`src/rtl/uart_pkg.sv`:
```
// Shared types and constants for the UART transmit path.
package uart_pkg;

  typedef enum logic [1:0] {
    StIdle  = 2'd0,
    StStart = 2'd1,
    StData  = 2'd2,
    StStop  = 2'd3
  } tx_state_e;

  localparam int unsigned DataBits      = 8;
  localparam int unsigned FrameBits     = 10;
  localparam int unsigned DefaultClkDiv = 868;

endpackage

```
`src/rtl/uart_sync_fifo.sv`:
```
// Single-clock FIFO with registered occupancy and drop-on-full reporting.
module uart_sync_fifo #(
  parameter int unsigned Depth = 16,
  parameter int unsigned Width = 8
) (
  input  logic                    clk_i,
  input  logic                    rst_i,
  input  logic                    push_i,
  input  logic                    pop_i,
  input  logic [Width-1:0]        wdata_i,
  output logic [Width-1:0]        rdata_o,
  output logic [$clog2(Depth):0]  level_o,
  output logic                    full_o,
  output logic                    empty_o,
  output logic                    drop_o
);

  localparam int unsigned PtrW = $clog2(Depth);
  localparam int unsigned LvlW = PtrW + 1;

  logic [Width-1:0] mem_q [Depth];
  logic [PtrW-1:0]  wr_ptr_q, wr_ptr_d, rd_ptr_q, rd_ptr_d;
  logic [LvlW-1:0]  level_q, level_d;
  logic             do_push, do_pop;

  assign full_o  = (level_q == LvlW'(Depth));
  assign empty_o = (level_q == '0);
  assign level_o = level_q;
  assign rdata_o = mem_q[rd_ptr_q];

  // A pop frees the slot a same-cycle push lands in, so full+pop+push is not a drop.
  assign do_pop  = pop_i & ~empty_o;
  assign do_push = push_i & (~full_o | do_pop);
  assign drop_o  = push_i & full_o & ~do_pop;

  always_comb begin
    wr_ptr_d = do_push ? wr_ptr_q + PtrW'(1) : wr_ptr_q;
    rd_ptr_d = do_pop ? rd_ptr_q + PtrW'(1) : rd_ptr_q;
    level_d  = level_q + LvlW'(do_push) - LvlW'(do_pop);
  end

  always_ff @(posedge clk_i) begin
    if (rst_i) begin
      wr_ptr_q <= '0;
      rd_ptr_q <= '0;
      level_q  <= '0;
    end else begin
      wr_ptr_q <= wr_ptr_d;
      rd_ptr_q <= rd_ptr_d;
      level_q  <= level_d;
    end
  end

  always_ff @(posedge clk_i) begin
    if (do_push) mem_q[wr_ptr_q] <= wdata_i;
  end

endmodule

```
`src/rtl/uart_tx_fifo.sv`:
```
// Buffered 8N1 UART transmitter fed by single-cycle byte strobes.
module uart_tx_fifo
  import uart_pkg::*;
#(
  parameter int unsigned Depth  = 16,
  parameter int unsigned ClkDiv = DefaultClkDiv,
  parameter int unsigned DropW  = 8
) (
  input  logic                   clk_i,
  input  logic                   rst_i,
  input  logic [7:0]             char_in_i,
  input  logic                   char_valid_i,
  input  logic                   clr_ovf_i,
  output logic                   txd_o,
  output logic                   busy_o,
  output logic                   fifo_full_o,
  output logic                   fifo_empty_o,
  output logic [$clog2(Depth):0] fifo_level_o,
  output logic                   overflow_o,
  output logic [DropW-1:0]       drop_cnt_o
);

  localparam int unsigned BaudW = $clog2(ClkDiv);

  tx_state_e        state_q, state_d;
  logic [BaudW-1:0] baud_q, baud_d;
  logic [2:0]       bit_q, bit_d;
  logic [7:0]       shift_q, shift_d;
  logic             txd_q, txd_d;
  logic             ovf_q, ovf_d;
  logic [DropW-1:0] drop_cnt_q, drop_cnt_d;
  logic             pop, drop, baud_last;
  logic [7:0]       head;

  uart_sync_fifo #(
    .Depth (Depth),
    .Width (8)
  ) u_fifo (
    .clk_i   (clk_i),
    .rst_i   (rst_i),
    .push_i  (char_valid_i),
    .pop_i   (pop),
    .wdata_i (char_in_i),
    .rdata_o (head),
    .level_o (fifo_level_o),
    .full_o  (fifo_full_o),
    .empty_o (fifo_empty_o),
    .drop_o  (drop)
  );

  assign baud_last = (baud_q == BaudW'(ClkDiv - 1));

  always_comb begin
    state_d = state_q;
    baud_d  = baud_q + BaudW'(1);
    bit_d   = bit_q;
    shift_d = shift_q;
    pop     = 1'b0;
    unique case (state_q)
      StIdle: begin
        baud_d = '0;
        if (!fifo_empty_o) begin
          pop     = 1'b1;
          shift_d = head;
          state_d = StStart;
        end
      end
      StStart: begin
        if (baud_last) begin
          baud_d  = '0;
          bit_d   = '0;
          state_d = StData;
        end
      end
      StData: begin
        if (baud_last) begin
          baud_d  = '0;
          shift_d = {1'b0, shift_q[7:1]};
          if (bit_q == 3'(DataBits - 1)) state_d = StStop;
          else                           bit_d   = bit_q + 3'd1;
        end
      end
      StStop: begin
        if (baud_last) begin
          baud_d = '0;
          // Back-to-back frames: the next start bit follows the stop bit directly.
          if (!fifo_empty_o) begin
            pop     = 1'b1;
            shift_d = head;
            state_d = StStart;
          end else begin
            state_d = StIdle;
          end
        end
      end
      default: state_d = StIdle;
    endcase
  end

  always_comb begin
    txd_d = 1'b1;
    if (state_d == StStart)     txd_d = 1'b0;
    else if (state_d == StData) txd_d = shift_d[0];
  end

  always_comb begin
    ovf_d      = ovf_q;
    drop_cnt_d = drop_cnt_q;
    if (drop) begin
      ovf_d      = 1'b1;
      drop_cnt_d = clr_ovf_i ? DropW'(1) :
                   (&drop_cnt_q) ? drop_cnt_q : drop_cnt_q + DropW'(1);
    end else if (clr_ovf_i) begin
      ovf_d      = 1'b0;
      drop_cnt_d = '0;
    end
  end

  always_ff @(posedge clk_i) begin
    if (rst_i) begin
      state_q    <= StIdle;
      baud_q     <= '0;
      bit_q      <= '0;
      shift_q    <= '0;
      txd_q      <= 1'b1;
      ovf_q      <= 1'b0;
      drop_cnt_q <= '0;
    end else begin
      state_q    <= state_d;
      baud_q     <= baud_d;
      bit_q      <= bit_d;
      shift_q    <= shift_d;
      txd_q      <= txd_d;
      ovf_q      <= ovf_d;
      drop_cnt_q <= drop_cnt_d;
    end
  end

  assign txd_o      = txd_q;
  assign busy_o     = (state_q != StIdle);
  assign overflow_o = ovf_q;
  assign drop_cnt_o = drop_cnt_q;

endmodule

```
`config.mk`:
```
export PLATFORM = sky130hd
export DESIGN_NAME = uart_tx_fifo
export DESIGN_NICKNAME = d
export VERILOG_FILES = /design/src/rtl/uart_pkg.sv /design/src/rtl/uart_sync_fifo.sv /design/src/rtl/uart_tx_fifo.sv
export SDC_FILE = /design/constraint.sdc
export NUM_CORES = 1
export LEC_CHECK = 0
export ABC_CLOCK_PERIOD_IN_PS = 3600
export CORE_MARGIN = 5
export CORE_UTILIZATION = 30
export CTS_CLUSTER_DIAMETER = 100
export DETAILED_ROUTE_END_ITERATION = 10
export GPL_TIMING_DRIVEN = 1
export SYNTH_ARGS = -nofsm -noshare
export SYNTH_HDL_FRONTEND = slang
export SYNTH_SLANG_ARGS = --single-unit
```
`constraint.sdc`:
```
create_clock -name clk_i -period 3.6 [get_ports clk_i]
set_input_delay 0.54 -clock clk_i [delete_from_list [all_inputs] [get_ports clk_i]]
set_output_delay 0.54 -clock clk_i [all_outputs]
set_load 0.03 [all_outputs]
```
# After elaboration in Yosys (flattened, before gate mapping)
# Memory sizes are Yosys's and may differ from the RTL's. A register that Yosys moved wholly into a read port is not among the register bits.
# Index checks and enable logic that the tools add are counted.
dict set report classes {
  n_reduce_logical 11
  addsub 7
  n_mux 32
  n_eq_ne 13
  bitwise 8
}
# op n
set ops {}
lappend ops {{two-way mux 8 bit} 7}
lappend ops {{one-hot mux 8 bit (3 select lines)} 1}
lappend ops {{one-hot mux 10 bit (2 select lines)} 1}
lappend ops {{adder 10 x 1 -> 10 bit, second input constant} 1}
lappend ops {{equality test 10 bit, second input constant} 1}
lappend ops {{two-way mux 10 bit} 1}
lappend ops {{two-way mux 2 bit} 5}
lappend ops {{!= test 2 bit, second input constant} 5}
lappend ops {{two-way mux 1 bit} 9}
lappend ops {{two-way mux 3 bit} 3}
lappend ops {{adder 4 x 1 -> 4 bit, second input constant} 2}
lappend ops {{adder 8 x 1 -> 8 bit, second input constant} 1}
lappend ops {{two-way mux 4 bit} 2}
lappend ops {{one-hot mux 2 bit (4 select lines)} 1}
lappend ops {{AND reduction 8 bit} 1}
lappend ops {{equality test 2 bit, second input constant} 3}
lappend ops {{one-hot mux 3 bit (2 select lines)} 1}
lappend ops {{nonzero test 2 bit} 3}
lappend ops {{adder 5 x 1 -> 5 bit} 1}
lappend ops {{equality test 5 bit, second input constant} 1}
lappend ops {{zero test 5 bit} 1}
lappend ops {{subtractor 5 x 1 -> 5 bit} 1}
lappend ops {{AND 1 bit} 4}
lappend ops {{equality test 2 x 1 -> 1 bit, second input constant} 2}
lappend ops {{other kinds (11)} 13}
dict set report totals {
  word_cells 83
  ff_bits 46
  ram_bits 128
  n_memories 1
  input_bits 12
  output_inout_bits 18
}
# name words width read_ports rd_clocked_by_memory_dff wr line
set mem_list {}
lappend mem_list {u_fifo.mem_q 16 8 1 1 1 uart_sync_fifo.sv:21} ;# logic [Width-1:0] mem_q [Depth];

# Logic depth before layout (Yosys ltp)
dict set report depth {
  depth_word 9
  depth_mapped 15
  ltp_nobuf 15
}

# Modules after synthesis
# A second synthesis with hierarchy kept.
dict set report hier_totals {
  hier_cells 520
  area_unflattened_um2 7657.3
}
# mod n_inst seq_area_each_um2 area_each_um2 cells_per_inst
set by_module_without_submodules {}
lappend by_module_without_submodules {uart_sync_fifo 1 4184.0 5829.3 310}
lappend by_module_without_submodules {uart_tx_fifo 1 660.6 1828.0 210}

# Worst setup path before layout
# OpenSTA, ideal clock, no wires.
dict set report synth_timing {
  path_type {flip-flop to flip-flop}
  start {reg u_fifo.level_q[2] (netlist: u_fifo.level_o[2])}
  end {reg u_fifo.level_q[4] (netlist: u_fifo.level_o[4])}
  n_path_buf 0
  slack_ns 0.750
  period_less_slack_ns 2.850
  stages_incl_launch_ff 16
  t_required_ns 3.468
  setup_time_ns 0.132
  t_arrival_ns 2.718
  path_cell_list {dfxtp_1 -> inv_1 -> ha_1 -> nand3_1 -> inv_1 -> nor3_2 -> ha_1 -> inv_1 -> ha_1 -> inv_1 -> fa_1 -> inv_1 -> a21oi_1 -> nor2_1 -> or3_1 -> a21oi_1}
}
dict set report synth_via {
  elab_chain_len 9
  word_cells_on_any_way 12
  classes_between {add/sub (2); eq/ne (1); mux (3); bitwise (5); reduce/logical (1)}
}
# element line
set synth_lines {}
lappend synth_lines {{from (decl)} uart_sync_fifo.sv:23} ;# logic [LvlW-1:0] level_q, level_d;
lappend synth_lines {{from (signal assigned)} uart_sync_fifo.sv:50} ;# level_q <= level_d;
lappend synth_lines {{zero test 5 bit (*)} uart_sync_fifo.sv:27} ;# assign empty_o = (level_q == '0);
lappend synth_lines {{via fifo_empty_o} uart_tx_fifo.sv:17} ;# output logic fifo_empty_o,
lappend synth_lines {{two-way mux 1 bit} {uart_tx_fifo.sv:62, uart_tx_fifo.sv:87}}
lappend synth_lines {{two-way mux 1 bit} uart_tx_fifo.sv:84} ;# if (baud_last) begin
lappend synth_lines {{one-hot mux 1 bit (2 select lines)} uart_tx_fifo.sv:59} ;# unique case (state_q)
lappend synth_lines {{AND 1 bit (*)} uart_sync_fifo.sv:32} ;# assign do_pop = pop_i & ~empty_o;
lappend synth_lines {{bitwise OR 1 bit} uart_sync_fifo.sv:33} ;# assign do_push = push_i & (~full_o | do_pop);
lappend synth_lines {{AND 1 bit} uart_sync_fifo.sv:33}
lappend synth_lines {{adder 5 x 1 -> 5 bit} uart_sync_fifo.sv:39} ;# level_d = level_q + LvlW'(do_push) - LvlW'(do_pop);
lappend synth_lines {{subtractor 5 x 1 -> 5 bit (*)} uart_sync_fifo.sv:39}
# The timed path passes the listed nets; every way through them passes the cells marked *.
# A chain may end at the register's enable or synchronous reset.

# Worst setup path in the final report
dict set report layout_timing {
  start {reg state_q[1]}
  end {reg u_fifo.level_q[4] (netlist: u_fifo.level_o[4])}
}
dict set report layout_via {
  elab_chain_len 7
  word_cells_on_any_way 8
  classes_between {add/sub (2); eq/ne (1); mux (1); bitwise (3); reduce/logical (1)}
}
# element line
set layout_lines {}
lappend layout_lines {{from (decl)} uart_tx_fifo.sv:25} ;# tx_state_e state_q, state_d;
lappend layout_lines {{from (signal assigned)} uart_tx_fifo.sv:121} ;# state_q <= StIdle;
lappend layout_lines {{from (signal assigned)} uart_tx_fifo.sv:129} ;# state_q <= state_d;
lappend layout_lines {{equality test 2 bit or zero test 2 bit (tied branches)} uart_tx_fifo.sv:59}
lappend layout_lines {{one-hot mux 1 bit (2 select lines) (*)} uart_tx_fifo.sv:59}
lappend layout_lines {{AND 1 bit (*)} uart_sync_fifo.sv:32}
lappend layout_lines {{bitwise OR 1 bit} uart_sync_fifo.sv:33}
lappend layout_lines {{AND 1 bit} uart_sync_fifo.sv:33}
lappend layout_lines {{adder 5 x 1 -> 5 bit} uart_sync_fifo.sv:39}
lappend layout_lines {{subtractor 5 x 1 -> 5 bit (*)} uart_sync_fifo.sv:39}
# Mark *: on every way between the ends. The rest lies on a longest branch, timed or not.

==> run summary <==
Data arrives at the worst endpoint at 3.47 ns. The final period utilization works out to 88.0%. Initial antenna violation count: 0.

The total negative slack for setup checks is 0 ns. The transition time at the pin with the least slew margin was 0.768 ns; the tightest slew margin relative to the limit was 48.7%. For the reg2reg setup slack, the log shows 0.43 ns.

The run gives 14.9 mm as the post-detailed-routing wire length. The tools report the antenna violation net count after detailed routing as 0. For the worst-skew pair, the clock arrives at the later sink with an insertion delay of 0.43 ns. The synthesized net count is 532.

The top flip-flop cell by instance count after synthesis is sky130_fd_sc_hd__edfxtp_1. The cell sitting at the root of the clock tree is a sky130_fd_sc_hd__clkbuf_16. The area growth from synthesis to layout is 17.0%.

The tools report the area of the die as 28,300 µm². Setup repair after global routing left no endpoint under its margin. The congestion estimate from routability-driven global placement came to 0.866. VDD sags by at most 0.000336 V.

In the layout the commonest cells are sky130_fd_sc_hd__edfxtp_1, sky130_fd_sc_hd__dfxtp_1, sky130_fd_sc_hd__nor2_1. The clock skew was 0.00711 ns; the fraction of final layout cells sized beyond drive strength 1 was 17.8%. The number of hold buffers added after CTS was 0. From left edge to right edge, the die measures 168 µm. The first detailed-routing pass took 5 iterations.

The run gives 64.5% as the register area share after synthesis. The type of the setup path with the least slack was flip-flop to flip-flop. During placement, the flow inserted port buffers numbering 29. In the final design database the tool counted 578 nets.

Along the worst path, the maximum fanout reaches 8. The logs give 0.458 ns for the worst slack after detailed placement and 32 for the pin count of the biggest net entering global routing. In the final layout, the multi-input gates occupy 2460 µm².

The repair_antennas step left the layout with diodes totalling 0. The run finished with clean final reports. The via count came out at 4,158. The number of hold-slack violations in the final timing report was 0; the fill cell instance count of the final layout was 2,271.

The run gives 7510 µm² as the area of the mapped netlist. The detailed-route wire length per cell came out at 16.9 µm. The H-tree was split into 4 levels. Setup violations remaining at the end of the flow were counted as 0.

The worst setup path is captured at a flip-flop. The synthesized area per cell was 15.0 µm². Number of global-route vias before repair: 4,427. Based on the critical path, the design can be clocked at up to 316 MHz.

Dividing the detail-routed via count by the number of cells gives 4.73. 30 I/O pins were placed. For the post-route cell area, the log shows 8780 µm².

For this run, design rule violations remaining after detail routing come to 0. The post-synthesis async set-or-reset flop share was 0%; the core occupancy in the finished layout was 35.9%. The number of buffers on the longest clock path was 2.

The final critical delay including setup and external delays is 3.17 ns. The number of cells upsized or downsized after cts came out at 0. The cell count after synthesis came out at 499. The clock sink count is 178.

The data required time at the worst endpoint was 3.90 ns. Across the whole layout, storage elements account for 4850 µm². Summing all placed instances gives a cell area of 8240 µm². The Yosys step of the flow raised 0 warnings. For this design the ratio of total power to cell area is 619 nW/µm². The logs give 448 for the number of DRC markers in iteration 0 and 30.7% for the initial core utilization.

The commonest non-fill, non-tap cell in the layout was sky130_fd_sc_hd__edfxtp_1. The die is 168 µm tall. The core region is 24,500 µm².

Final worst slack: 0.431 ns. Kind of start point of the critical path: a flip-flop. The tools report the global-route usage over all layers as 11.0%. In this run the worst hold path is classified as flip-flop to flip-flop. After floorplanning, the core was divided into 57 placement rows. Counting flops and latches in the post-synthesis netlist gives 178.

Max-slew violation count: 0. TritonCTS built the clock tree. Across the run, the number of max-cap violations was 0.

Summed over all cells, the static leakage comes to 2.90 nW. The wire-length estimate of the detail-placed layout is 10.2 mm. Clock-pin slew was measured on the worst setup and hold paths at 0.07 ns.

The number of synthesized flops with an enable pin is 128, and the global-route wire length before repair is 24.3 mm. The total overflow left after global routing is 0. Clock tree synthesis inserted a total of 17 buffers. The number of setup buffers added after CTS is 0. Counting distinct cell types in the post-synthesis netlist gives 59.
-- worst max-delay path: stages, from the launching register on --
cell,delay (ns)
sky130_fd_sc_hd__dfxtp_1,0.50
sky130_fd_sc_hd__ha_1,0.29
sky130_fd_sc_hd__and4bb_1,0.29
sky130_fd_sc_hd__a41oi_4,0.18
sky130_fd_sc_hd__nor3_2,0.41
sky130_fd_sc_hd__ha_1,0.31
sky130_fd_sc_hd__inv_1,0.06
sky130_fd_sc_hd__ha_1,0.15
sky130_fd_sc_hd__inv_1,0.06
sky130_fd_sc_hd__fa_1,0.40
sky130_fd_sc_hd__inv_1,0.07
sky130_fd_sc_hd__a21oi_1,0.05
sky130_fd_sc_hd__nor2_1,0.10
sky130_fd_sc_hd__or3_1,0.12
sky130_fd_sc_hd__a21oi_1,0.06
-- cell type report --
type | instances | area share (%)
sequential | 178 | 55.2
timing repair buffer | 47 | 4.84
multi-input combinational | 275 | 28.0
clock buffer | 17 | 4.84
tap | 324 | 4.61
clock inverter | 13 | 1.40
inverter | 26 | 1.11
-- where the power goes --
| group | leakage, nW | internal (W) | total, W | switching (W) |
|---|---|---|---|---|
| Sequential | 1.56 | 0.00232 | 0.00245 | 0.000130 |
| Combinational | 1.07 | 0.000596 | 0.00127 | 0.000675 |
| Clock | 0.265 | 0.000903 | 0.00172 | 0.000814 |
| Total | 2.90 | 0.00382 | 0.00544 | 0.00162 |
-- metrics by stage --
stage	cells	total power, W	hold slack [ns]
CTS	880	0.00551	0.469
floorplan	499	0.00340	0.426
global route	880	0.00572	0.484
global placement	850	0.00375	0.440
finish	880	0.00544	0.472
detailed placement	850	0.00378	0.449
-- synthesized netlist by cell type (2+ instances only) --
| cell type | instances | area, µm² |
|---|---|---|
| sky130_fd_sc_hd__edfxtp_1 | 128 | 3840 |
| sky130_fd_sc_hd__dfxtp_1 | 50 | 1000 |
| sky130_fd_sc_hd__nor2_1 | 42 | 158 |
| sky130_fd_sc_hd__mux4_2 | 30 | 676 |
| sky130_fd_sc_hd__inv_1 | 25 | 93.8 |
| sky130_fd_sc_hd__ha_1 | 20 | 250 |
| sky130_fd_sc_hd__a21oi_1 | 16 | 80.1 |
| sky130_fd_sc_hd__nand3_1 | 15 | 75.1 |
| sky130_fd_sc_hd__a211oi_1 | 12 | 90.1 |
| sky130_fd_sc_hd__mux2i_1 | 12 | 120 |
| sky130_fd_sc_hd__clkbuf_1 | 11 | 41.3 |
| sky130_fd_sc_hd__xor2_1 | 11 | 96.3 |
| sky130_fd_sc_hd__and2_1 | 10 | 62.6 |
| sky130_fd_sc_hd__nand2_1 | 10 | 37.5 |
| sky130_fd_sc_hd__nor2b_1 | 10 | 62.6 |
| sky130_fd_sc_hd__xnor2_1 | 8 | 70.1 |
| sky130_fd_sc_hd__o21ai_0 | 7 | 35.0 |
| sky130_fd_sc_hd__a221o_1 | 6 | 60.1 |
| sky130_fd_sc_hd__and3_1 | 6 | 37.5 |
| sky130_fd_sc_hd__or3_1 | 6 | 37.5 |
| sky130_fd_sc_hd__nor4_1 | 5 | 31.3 |
| sky130_fd_sc_hd__buf_2 | 4 | 20.0 |
| sky130_fd_sc_hd__mux2_2 | 4 | 45.0 |
| sky130_fd_sc_hd__nand4_1 | 4 | 25.0 |
| sky130_fd_sc_hd__buf_6 | 3 | 33.8 |
| sky130_fd_sc_hd__nor3_1 | 3 | 15.0 |
| sky130_fd_sc_hd__nor3b_2 | 3 | 37.5 |
| sky130_fd_sc_hd__and4_1 | 2 | 17.5 |
| sky130_fd_sc_hd__buf_1 | 2 | 7.51 |
| sky130_fd_sc_hd__nand2b_1 | 2 | 12.5 |
| sky130_fd_sc_hd__nor3b_1 | 2 | 15.0 |
| sky130_fd_sc_hd__o22ai_1 | 2 | 12.5 |
| sky130_fd_sc_hd__or4_1 | 2 | 15.0 |
-- logic make-up (layout without fill, tap and decap cells) --
family | Yosys count | in the layout | synth area share, %
and+or+nand+nor | 131 | 131 | 9.85
adders and majority gates | 21 | 21 | 3.60
buffers and inverters | 46 | 103 | 2.67
AOI/OAI and AO/OA | 58 | 58 | 5.93
xor gates and xnor gates | 19 | 19 | 2.22
DFF | 178 | 178 | 64.5
muxes | 46 | 46 | 11.2
-- state kept, by name (all words and copies together), names as in the netlist, named ones only --
signal,cells
state_q,2
shift_q,8
txd_o,1
overflow_o,1
u_fifo.wr_ptr_q,4
u_fifo.level_o,5
u_fifo.rd_ptr_q,4
drop_cnt_o,8
u_fifo.mem_q,128
bit_q,3
baud_q,10
-- final timing paths --
path              start           endpoint  cells past startpoint
min reg2reg  shift_q[7]         shift_q[7]                      1
min          shift_q[7]         shift_q[7]                      1
max reg2reg  state_q[1]  u_fifo.level_o[4]                     14
max          state_q[1]  u_fifo.level_o[4]                     14
-- metal layers --
| metal | share of wire, % | up-vias | routed length [µm] | GRT usage (%) |
|---|---|---|---|---|
| li1 | - | 1998 | - | - |
| met5 | 0 | - | 0 | 0 |
| met4 | 1.8 | 0 | 272 | 4.30 |
| met3 | 3.3 | 22 | 489 | 2.23 |
| met1 | 44 | 2080 | 6540 | 13.8 |
| met2 | 51 | 58 | 7560 | 18.9 |
(Power assumes the default switching activity.)
